**config.mk**
```make
export PLATFORM = sky130hd
export DESIGN_NAME = multicycle_control_unit
export DESIGN_NICKNAME = d
export VERILOG_FILES = /design/src/rtl/multicycle_control_unit.sv
export SDC_FILE = /design/constraint.sdc
export NUM_CORES = 1
export LEC_CHECK = 0
export ABC_AREA = 0
export CAP_MARGIN = 20
export CORE_MARGIN = 4
export CORE_UTILIZATION = 47
export DETAILED_ROUTE_END_ITERATION = 8
export PLACE_DENSITY = 0.83
export SYNTH_ARGS = -nofsm -noshare
export SYNTH_HDL_FRONTEND = slang
export SYNTH_SLANG_ARGS = --single-unit
export TNS_END_PERCENT = 30
```
**constraint.sdc**
```tcl
create_clock -name clk -period 3.1 [get_ports clk]
set_input_delay 0.62 -clock clk [delete_from_list [all_inputs] [get_ports clk]]
set_output_delay 0.62 -clock clk [all_outputs]
set_load 0.05 [all_outputs]
```
**src/rtl/multicycle_control_unit.sv**
```systemverilog
// Multicycle control FSM: fetch/decode/execute/mem/writeback sequencing.
// Optional illegal-opcode trap state enabled by `define ILLEGAL_TRAP_EN.
module multicycle_control_unit #(
    parameter int              XLEN     = 64,
    parameter logic [XLEN-1:0] RESET_PC = '0
) (
    input  logic            clk,
    input  logic            reset,
    output logic            imem_req,
    input  logic            imem_ready,
    input  logic [31:0]     imem_rdata,
    output logic [XLEN-1:0] pc,
    output logic [31:0]     ir,
    input  logic [XLEN-1:0] imm,
    input  logic            alu_zero,
    input  logic            dmem_ready,
    output logic            alu_src,
    output logic [1:0]      alu_op,
    output logic            reg_write,
    output logic            mem_read,
    output logic            mem_write,
    output logic            mem_to_reg,
    output logic [2:0]      state,
    output logic            instr_retired,
    output logic            trap
);

    typedef enum logic [2:0] {
        S_FETCH   = 3'd0,
        S_DECODE  = 3'd1,
        S_EXECUTE = 3'd2,
        S_MEM     = 3'd3,
        S_WB      = 3'd4,
        S_TRAP    = 3'd5
    } state_t;

    localparam logic [6:0] OP_R   = 7'b0110011;
    localparam logic [6:0] OP_I   = 7'b0010011;
    localparam logic [6:0] OP_LD  = 7'b0000011;
    localparam logic [6:0] OP_SD  = 7'b0100011;
    localparam logic [6:0] OP_BEQ = 7'b1100011;

    state_t          state_q;
    state_t          state_d;
    logic [XLEN-1:0] pc_q;
    logic [XLEN-1:0] pc_next;
    logic [31:0]     ir_q;

    logic is_r;
    logic is_i;
    logic is_ld;
    logic is_sd;
    logic is_beq;
    logic is_alu;
    logic is_mem;

    logic       req_c;
    logic       src_c;
    logic [1:0] op_c;
    logic       rw_c;
    logic       rd_c;
    logic       wr_c;
    logic       m2r_c;
    logic       ret_c;

    assign is_r   = ir_q[6:0] == OP_R;
    assign is_i   = ir_q[6:0] == OP_I;
    assign is_ld  = ir_q[6:0] == OP_LD;
    assign is_sd  = ir_q[6:0] == OP_SD;
    assign is_beq = ir_q[6:0] == OP_BEQ;
    assign is_alu = is_r | is_i;
    assign is_mem = is_ld | is_sd;

    // Branch target only applies to a taken BEQ; all else steps by 4.
    always_comb begin
        pc_next = pc_q + XLEN'(4);
        if (state_q == S_EXECUTE && is_beq && alu_zero)
            pc_next = pc_q + (imm << 1);
    end

    // State, instruction and PC registers.
    always_ff @(posedge clk) begin
        if (reset) begin
            state_q <= S_FETCH;
            pc_q    <= RESET_PC;
            ir_q    <= '0;
        end else begin
            state_q <= state_d;
            if (state_q == S_FETCH && imem_ready)
                ir_q <= imem_rdata;
            if (ret_c)
                pc_q <= pc_next;
        end
    end

    // Next-state and per-state control decode.
    always_comb begin
        state_d = state_q;
        req_c   = 1'b0;
        src_c   = 1'b0;
        op_c    = 2'b00;
        rw_c    = 1'b0;
        rd_c    = 1'b0;
        wr_c    = 1'b0;
        m2r_c   = 1'b0;
        ret_c   = 1'b0;
        unique case (state_q)
            S_FETCH: begin
                req_c = 1'b1;
                if (imem_ready)
                    state_d = S_DECODE;
            end
            S_DECODE: state_d = S_EXECUTE;
            S_EXECUTE: begin
                src_c = is_i | is_mem;
                unique case (1'b1)
                    is_alu: begin
                        op_c    = 2'b10;
                        state_d = S_WB;
                    end
                    is_mem: state_d = S_MEM;
                    is_beq: begin
                        op_c    = 2'b01;
                        ret_c   = 1'b1;
                        state_d = S_FETCH;
                    end
                    default: begin
`ifdef ILLEGAL_TRAP_EN
                        state_d = S_TRAP;
`else
                        ret_c   = 1'b1;
                        state_d = S_FETCH;
`endif
                    end
                endcase
            end
            S_MEM: begin
                src_c = 1'b1;
                rd_c  = is_ld;
                wr_c  = is_sd;
                if (dmem_ready) begin
                    if (is_ld) begin
                        state_d = S_WB;
                    end else begin
                        ret_c   = 1'b1;
                        state_d = S_FETCH;
                    end
                end
            end
            S_WB: begin
                rw_c    = 1'b1;
                m2r_c   = is_ld;
                src_c   = is_i | is_ld;
                op_c    = is_alu ? 2'b10 : 2'b00;
                ret_c   = 1'b1;
                state_d = S_FETCH;
            end
            S_TRAP: state_d = S_TRAP;
            default: state_d = S_FETCH;
        endcase
    end

    // Reset forces every control low so an aborted access never lands.
    always_comb begin
        imem_req      = ~reset & req_c;
        alu_src       = ~reset & src_c;
        alu_op        = reset ? 2'b00 : op_c;
        reg_write     = ~reset & rw_c;
        mem_read      = ~reset & rd_c;
        mem_write     = ~reset & wr_c;
        mem_to_reg    = ~reset & m2r_c;
        instr_retired = ~reset & ret_c;
    end

    assign pc    = pc_q;
    assign ir    = ir_q;
    assign state = state_q;

`ifdef ILLEGAL_TRAP_EN
    logic trap_q;

    // Sticky trap flag, cleared only by reset.
    always_ff @(posedge clk) begin
        if (reset)
            trap_q <= 1'b0;
        else if (state_d == S_TRAP)
            trap_q <= 1'b1;
    end

    assign trap = trap_q;
`else
    assign trap = 1'b0;
`endif

endmodule

```
=== Word level (Yosys, flattened, before mapping) ===
Cells that the tools add are included.
W data, S select, Z words.

* Bits in registers: 99
* Bits of input ports: 101
* Output and inout bits: 109
* Logic and storage cells: 55

* Add/sub/neg operators: 2
* Eq/ne operators: 12
* Mux-type cells: 20
* Bitwise operators: 12
* Reductions and logical operators: 6

{| class="wikitable"
|+ Operators with widths
! operator !! number
|-
| $add A64 B3 Y64 const B || 1
|-
| $add A64 B64 Y64 || 1
|-
| $mux W64 || 1
|-
| $pmux W3 S5 || 1
|-
| $eq A7 B6 Y1 const B || 2
|-
| $mux W3 || 3
|-
| $mux W1 || 8
|-
| $pmux W2 S2 || 2
|-
| $and A1 B1 Y1 || 7
|-
| $eq A7 B2 Y1 const B || 1
|-
| $eq A7 B5 Y1 const B || 1
|-
| $eq A7 B7 Y1 const B || 1
|-
| $eq A3 B2 Y1 const B || 2
|-
| $eq A3 B3 Y1 const B || 2
|-
| $pmux W1 S3 || 2
|-
| $pmux W3 S2 || 1
|-
| $mux W2 || 2
|-
| $ne A2 B2 Y1 const B || 2
|-
| $or A1 B1 Y1 || 4
|-
| $eq A3 B1 Y1 const B || 1
|-
| $logic_and A1 B1 Y1 || 3
|-
| $logic_not A3 Y1 || 1
|-
| $reduce_and A2 Y1 || 1
|-
| $reduce_or A2 Y1 || 1
|-
| $not A1 Y1 || 1
|}

=== Logic depth before layout (Yosys ltp) ===
Gate-level depths: netlist (run 1).

* Depth in word-level cells: 6
* Mapped depth: 13
* Depth with buffers taken out: 13

=== Least setup slack after synthesis (run 1) ===
OpenSTA, ideal clock, no wires.

* Path kind: reg-to-reg
* Start: register pc_q[1] (netlist: pc[1])
* End: register pc_q[63] (netlist: pc[63])
* Setup time: 60 ps
* Data arrival time: 3306 ps
* Required time: 3040 ps
* Slack: -266 ps
* Stages on the path, launching flop included: 14
* Path buffers: 0
* Period minus slack after synthesis: 3366 ps
* Cells stage by stage: dfxtp_1 -> ha_1 -> inv_1 -> fa_1 -> and2b_1 -> o2111ai_1 -> a211oi_1 -> o21ai_0 -> a2111o_1 -> a21oi_1 -> o21ai_1 -> a22oi_1 -> mux2i_1 -> and3_1

* Word-level cells in the longest chain between the ends: 2
* Elaborated cells between the ends (all ways): 3
* Those cells by class: add/sub: 2; mux: 1

{| class="wikitable"
|+ RTL lines
! what !! RTL line !! RTL
|-
| from (decl) || 45 || <nowiki>logic [XLEN-1:0] pc_q;</nowiki>
|-
| from (signal assigned) || 92 || <nowiki>pc_q <= pc_next;</nowiki>
|-
| $add A64 B3 Y64 or $add A64 B64 Y64 (tied branches) || 76, 78 ||
|-
| $mux W64 (*) || 77 || <nowiki>if (state_q == S_EXECUTE && is_beq && alu_zero)</nowiki>
|}

Mark *: on every way between the ends. The rest lies on a longest branch, timed or not.
A chain may end at the register's enable or synchronous reset.

=== Final worst setup path (run 1) ===
* Start: input imm[32]
* End: register pc_q[61] (netlist: pc[61])

* Word-level cells in the longest chain between the ends: 2

{| class="wikitable"
|+ RTL lines
! what !! RTL line !! RTL
|-
| from (decl) || 14 || <nowiki>input logic [XLEN-1:0] imm,</nowiki>
|-
| $add A64 B64 Y64 || 78 || <nowiki>pc_next = pc_q + (imm << 1);</nowiki>
|-
| $mux W64 || 77 ||
|}

No other way between the ends.

==> impl_results.md, run 1 <==
* Run status: finished, violations left
* Failing checks: setup timing
* Area leader, netlist: dfxtp_1
* Clock buffer depth at 2
* CP Launch Type: input port
* Yosys warns at 0
* Ratio of cells with drive above 1 in the final layout at 23.45%
* Power Total at 0.003312 W
* Iteration-0 DRC Markers at 1272
* Worst min path class: flop to flop
* PD cells at 241.3 nW/µm²
* IO buf count at 206
* Vias in the first global route at 10910
* Tot GR Track Use at 31.00%
* Cell Int Power at 0.002212 W
* # setup viols final at 1
* Synth top area share at 22.04%
* Num CTS Buffers at 9
* Die Wd at 145.6 µm
* Core region area at 18640 µm²
* Clock power share at 36.8%
* Mapped Area at 8900 µm²
* FFs w/ async S/R, synth at 0%
* Clock Pin Slew Worst Setup and Hold Paths at 0.08 ns
* Cells after synthesis at 1258
* Max-slew violations at 0
* RSZ-0062 raised after global routing: true
* Routed Antenna Nets at 0
* Actual slew at the worst max-slew pin at 0.7836 ns
* CTS tree: yes
* Rows at 50
* Worst Setup End Kind: flop
* Area Overhead vs Synth at 54.24%
* Largest net degree at the start of global routing at 44
* Sw Pwr at 0.001100 W
* Register share of total power at 39.6%
* Final critical-path setup slack at -0.008055 ns
* Switching part of the total at 33.21%
* Worst Path Required at 3.37 ns
* DRC at 0
* Crit-path max FO at 4
* Commonest non-fill, non-tap cells in the layout: buf_4 (225), nand2_1 (170), clkdlybuf4s50_1 (169)
* DR pass1 iterations at 7
* Max-cap violation count at 0
* Die area at 21200 µm²
* WS Path Type: input port to flop
* Combinational share of power at 23.7%
* Seq/Total Area, Yosys at 22.04%
* Initial antenna violation count at 1
* Worst hold margin at 0.4574 ns
* WP data arrival at 3.37 ns
* Total gr overflow at 0
* EDFF count, synth at 0
* DP HPWL at 26270 µm
* Routed WL at 36200 µm
* Relative slew slack at 47.21%
* Via-per-instance ratio at 6.203
* Clock latency at the later pin of the worst-skew pair at 0.37 ns
* CTS sink cnt at 98
* Yosys cell types at 83
* VDD IR-drop max at 256.4 µV
* IO Count at 210
* CTS HTree Levels at 3
* Global-route wire length before repair at 55100 µm
* Largest cells by area after synthesis: dfxtp_1 (22%), a21oi_1 (9.3%), ha_1 (8.9%)
* Post-Place Worst Slack at -0.7687 ns
* Routed wire length per instance at 19.42 µm
* Die Y-Extent at 145.6 µm
* NumNets Final at 1789
* Initial core utilization at 47.74%
* FMAX at 321.7 MHz
* Syn_area_per_cell at 7.075 µm²
* Clk root buf: clkbuf_16
* Dpl cells at 1833
* Main synth FF type: dfxtp_1
* Via count at 11560
* Final min period at 3.108 ns
* Clk_skew at 0.01128 ns
* Number of failing hold endpoints at the final stage at 0
* Lkg Pwr at 5.651 nW
* Final non-filler cell total at 1864
* Seq cells post-synth at 98
* Most common cell after layout, fill and taps aside: buf_4
* Crit share post-route at 100.3%
* Final GP Congestion at 0.9566
[area by class of cell]
type,instances,area (µm²)
clock inverter,7,78.83
antenna,1,2.502
inverter,30,112.6
tap,234,292.8
clock buffer,9,225.2
timing repair buffer,428,3786
sequential,98,1986
multi-input combinational,1057,7243
fill,1365,4916
[power by group through the flow]
| stage | sequential, W | clock, W | combinational [W] |
|---|---|---|---|
| after floorplan | 0.00143 | 0 | 0.000282 |
| after global placement | 0.00134 | 0 | 0.000726 |
| after detailed placement | 0.00134 | 0 | 0.000736 |
| after CTS | 0.00131 | 0.00121 | 0.000753 |
| after global routing | 0.00131 | 0.00128 | 0.000829 |
| final | 0.00131 | 0.00122 | 0.000784 |
[cells in the mapped netlist (all sizes together) (33+ instances only)]
| master | number |
|---|---|
| dfxtp | 98 |
| ha | 63 |
| o21ai | 90 |
| a21o | 33 |
| nor3 | 35 |
| nand2 | 173 |
| nand4 | 33 |
| xnor2 | 33 |
| clkbuf | 61 |
| nand3 | 44 |
| a21oi | 168 |
| nor2 | 102 |
[repair_timing]
action,4_1_cts,5_1_grt
pin swaps,32,41
setup endpoints to repair,35,34
gates resized for setup,64,71
hold buffers,0,0
buffers inserted,6,8
[worst max-delay path, stage by stage]
cell and delay [ns]:
clkdlybuf4s50_1 0.40, ha_1 0.33, buf_4 0.17, nand2_1 0.05
nor2_1 0.08, a221oi_2 0.32, buf_4 0.17, o21ai_2 0.06
a21oi_2 0.23, o21ai_2 0.10, a311o_2 0.42, mux2i_1 0.14
a2111oi_2 0.27
[logic make-up after synthesis]
| group | after synthesis | synth area share [%] |
|---|---|---|
| flip-flops | 98 | 22.04 |
| other | 1 | 0.04214 |
| XOR/XNOR | 60 | 5.905 |
| adder cells (fa/ha/maj) | 64 | 9.082 |
| AO/OA/AOI/OAI | 437 | 30.92 |
| AND/OR/NAND/NOR | 487 | 26.67 |
| multiplexers | 7 | 0.8014 |
| buffers and inverters | 104 | 4.541 |
[metal layers]
layer	global-route usage, %	up-vias	routed length [µm]
li1	-	5365	-
met1	38.46	5332	14490
met2	52.16	696	16920
met3	5.512	170	3103
met4	14.86	0	1691
met5	0	-	0
[final timing paths]
check	slack (ns)	startpoint	depth (start not counted)	end
worst max-delay path	-0.008	imm[32]	13	pc[61]
worst min-delay path	0.46	ir[17]	2	ir[17]
worst max register to register	0.03	pc[1]	14	pc[61]
worst min register to register	0.46	ir[17]	2	ir[17]
[metrics by stage]
step            TNS (ns)  utilization [%]  instance area, µm²
2_1_floorplan   -0.04095                -                8972
3_5_place_dp      -22.96            67.76               12630
5_1_grt          -0.5268            73.63               13730
6_report       -0.008055            73.63               13730
3_3_place_gp      -19.40            67.76               12630
4_1_cts         -0.01015            71.28               13290
[sequential cells by signal, summed over array words and instances (netlist names)]
register  count
pc           63
ir           32
state         3
Note: power is estimated with default switching activity, not from simulation.
==> run 2, diff against run 1 <==
--- a/config.mk
+++ b/config.mk
@@ -10,7 +10,7 @@
 export CORE_MARGIN = 4
 export CORE_UTILIZATION = 47
 export DETAILED_ROUTE_END_ITERATION = 8
-export PLACE_DENSITY = 0.83
+export PLACE_DENSITY = 0.79
 export SYNTH_ARGS = -nofsm -noshare
 export SYNTH_HDL_FRONTEND = slang
 export SYNTH_SLANG_ARGS = --single-unit
==> impl_results.md, run 2 (same netlist as run 1, synthesis figures left out) <==
* Commonest non-fill, non-tap cells in the layout: buf_4 (229), nand2_1 (170), clkdlybuf4s50_1 (167)
* Worst Setup End Kind: flop
* CTS sink cnt at 98
* DP HPWL at 26620 µm
* Final non-filler cell total at 1874
* Most common cell after layout, fill and taps aside: buf_4
* Ratio of cells with drive above 1 in the final layout at 23.84%
* Max-cap violation count at 0
* Largest net degree at the start of global routing at 87
* Lkg Pwr at 5.624 nW
* Highest routing layer actually used: met4
* Area Overhead vs Synth at 55.43%
* Total gr overflow at 0
* WP data arrival at 3.35 ns
* Number of failing hold endpoints at the final stage at 0
* Setup TNS at 0 ns
* Worst min path class: flop to flop
* PD cells at 240.0 nW/µm²
* CP max stage delay at 0.36 ns
* # setup viols final at 0
* Initial antenna violation count at 0
* Relative slew slack at 46.13%
* Num CTS Buffers at 9
* WS Path Type: input port to flop
* ANT cells at 0
* Die Wd at 145.6 µm
* CP Launch Type: input port
* Max reg flops at 63
* RSZ-0062 raised after global routing: true
* Routed wire length per instance at 19.76 µm
* Tot GR Track Use at 32.56%
* Final GP Congestion at 1.006
* Worst Path Required at 3.36 ns
* Clk root buf: clkbuf_16
* IO Count at 210
* DR pass1 iterations at 6
* Die area at 21200 µm²
* CTS HTree Levels at 3
* Max-slew violations at 0
* Crit share post-route at 99.89%
* FMAX at 322.9 MHz
* Dpl cells at 1833
* Clock latency at the later pin of the worst-skew pair at 0.37 ns
* Via count at 11600
* CTS tree: yes
* Met3 WL at 3185 µm
* VDD IR-drop max at 266.9 µV
* Actual slew at the worst max-slew pin at 0.7995 ns
* Routed WL at 37040 µm
* Rows at 50
* M1 wire length at 14590 µm
* Crit-path max FO at 3
* Most frequent CP cell: buf_4
* NumNets Final at 1800
* Run status: finished, final reports clean
* Met2 wire len at 17500 µm
* IO buf count at 206
* Die Y-Extent at 145.6 µm
* Final min period at 3.097 ns
* Routed Antenna Nets at 0
* CP max-delay cell: a2111oi_0
* Clk_skew at 0.01309 ns
* Clock buffer depth at 2
* Core region area at 18640 µm²
* CTS hold repair buffers at 0
* DRC at 0
* Iteration-0 DRC Markers at 1329
* Vias in the first global route at 11230
* Initial core utilization at 47.74%
* Clock Pin Slew Worst Setup and Hold Paths at 0.09 ns
* CP cell instances: dlygate4sd2_1 -> ha_4 -> buf_6 -> nand2_2 -> buf_4 -> or3_4 -> a211oi_4 -> nor3_4 -> o21ai_2 -> buf_4 -> inv_1 -> o21bai_1 -> a21oi_1 -> xor2_1 -> a2111oi_0
* Via-per-instance ratio at 6.192
* Global-route wire length before repair at 57760 µm
-- run 2: changes by cell type in the layout (fill, tap and decap cells not counted), moves of 3 or more --
cell,previous run,this run
dlygate4sd2_1,8,20
ha_4,27,30
dlymetal6s2s_1,19,7
buf_6,2,9
buf_4,225,229
a21oi_2,15,12
a2111oi_2,4,1
-- run 2: final timing paths --
kind                from  endpoint  slack (ns)  cells past startpoint
setup / recovery  imm[9]    pc[45]       0.003                     15
hold / removal    ir[28]    ir[28]        0.46                      2
setup reg to reg   pc[1]    pc[63]        0.05                     14
hold reg to reg   ir[28]    ir[28]        0.46                      2
-- run 2: through the flow --
step	hold slack (ns)	instance area [µm²]	total power, W	setup slack (ns)	utilization [%]
finish	0.4573	13830	0.003321	0.003344	74.20
global route	0.4825	13830	0.003432	-0.1008	74.20
CTS	0.4595	13520	0.003301	0.006154	72.50
detailed placement	0.4472	12640	0.002083	-0.7207	67.82
global placement	0.4412	12640	0.002071	-0.6355	67.82
floorplan	0.5781	8972	0.001716	-0.02459	-
-- run 2: layout make-up --
cell class | instances | area, µm²
clock buffer | 9 | 225.2
clock inverter | 7 | 76.32
fill | 1417 | 4810
inverter | 30 | 112.6
multi-input combinational | 1057 | 7296
sequential | 98 | 1986
tap | 234 | 292.8
timing repair buffer | 439 | 3845
-- run 2: routing by layer --
layer / up-vias / GRT usage (%)
li1: 5369 / -
met1: 5420 / 41.35
met2: 652 / 54.29
met3: 162 / 5.139
met4: 0 / 15.34
met5: - / 0
-- run 2: what timing repair did --
item                       in CTS  in global routing
gates resized for setup       100                 50
pin swaps                      49                 30
setup buffers                  20                  6
setup endpoints to repair      33                 27
-- run 2: power by group --
part	total [W]	leakage (nW)	switching (W)	internal, W
sequential	0.00131	0.804	0.0000241	0.00129
combinational	0.000791	4.67	0.000441	0.000351
clock	0.00122	0.149	0.000641	0.000577
total	0.00332	5.62	0.00111	0.00221
-- run 2: critical path, delay by kind of cell --
kind | cells | cell delay (ns)
simple gates | 3 | 0.50
buf+inv | 5 | 0.68
xor+xnor | 1 | 0.15
fa+ha+maj | 1 | 0.27
compound gates | 5 | 1.12
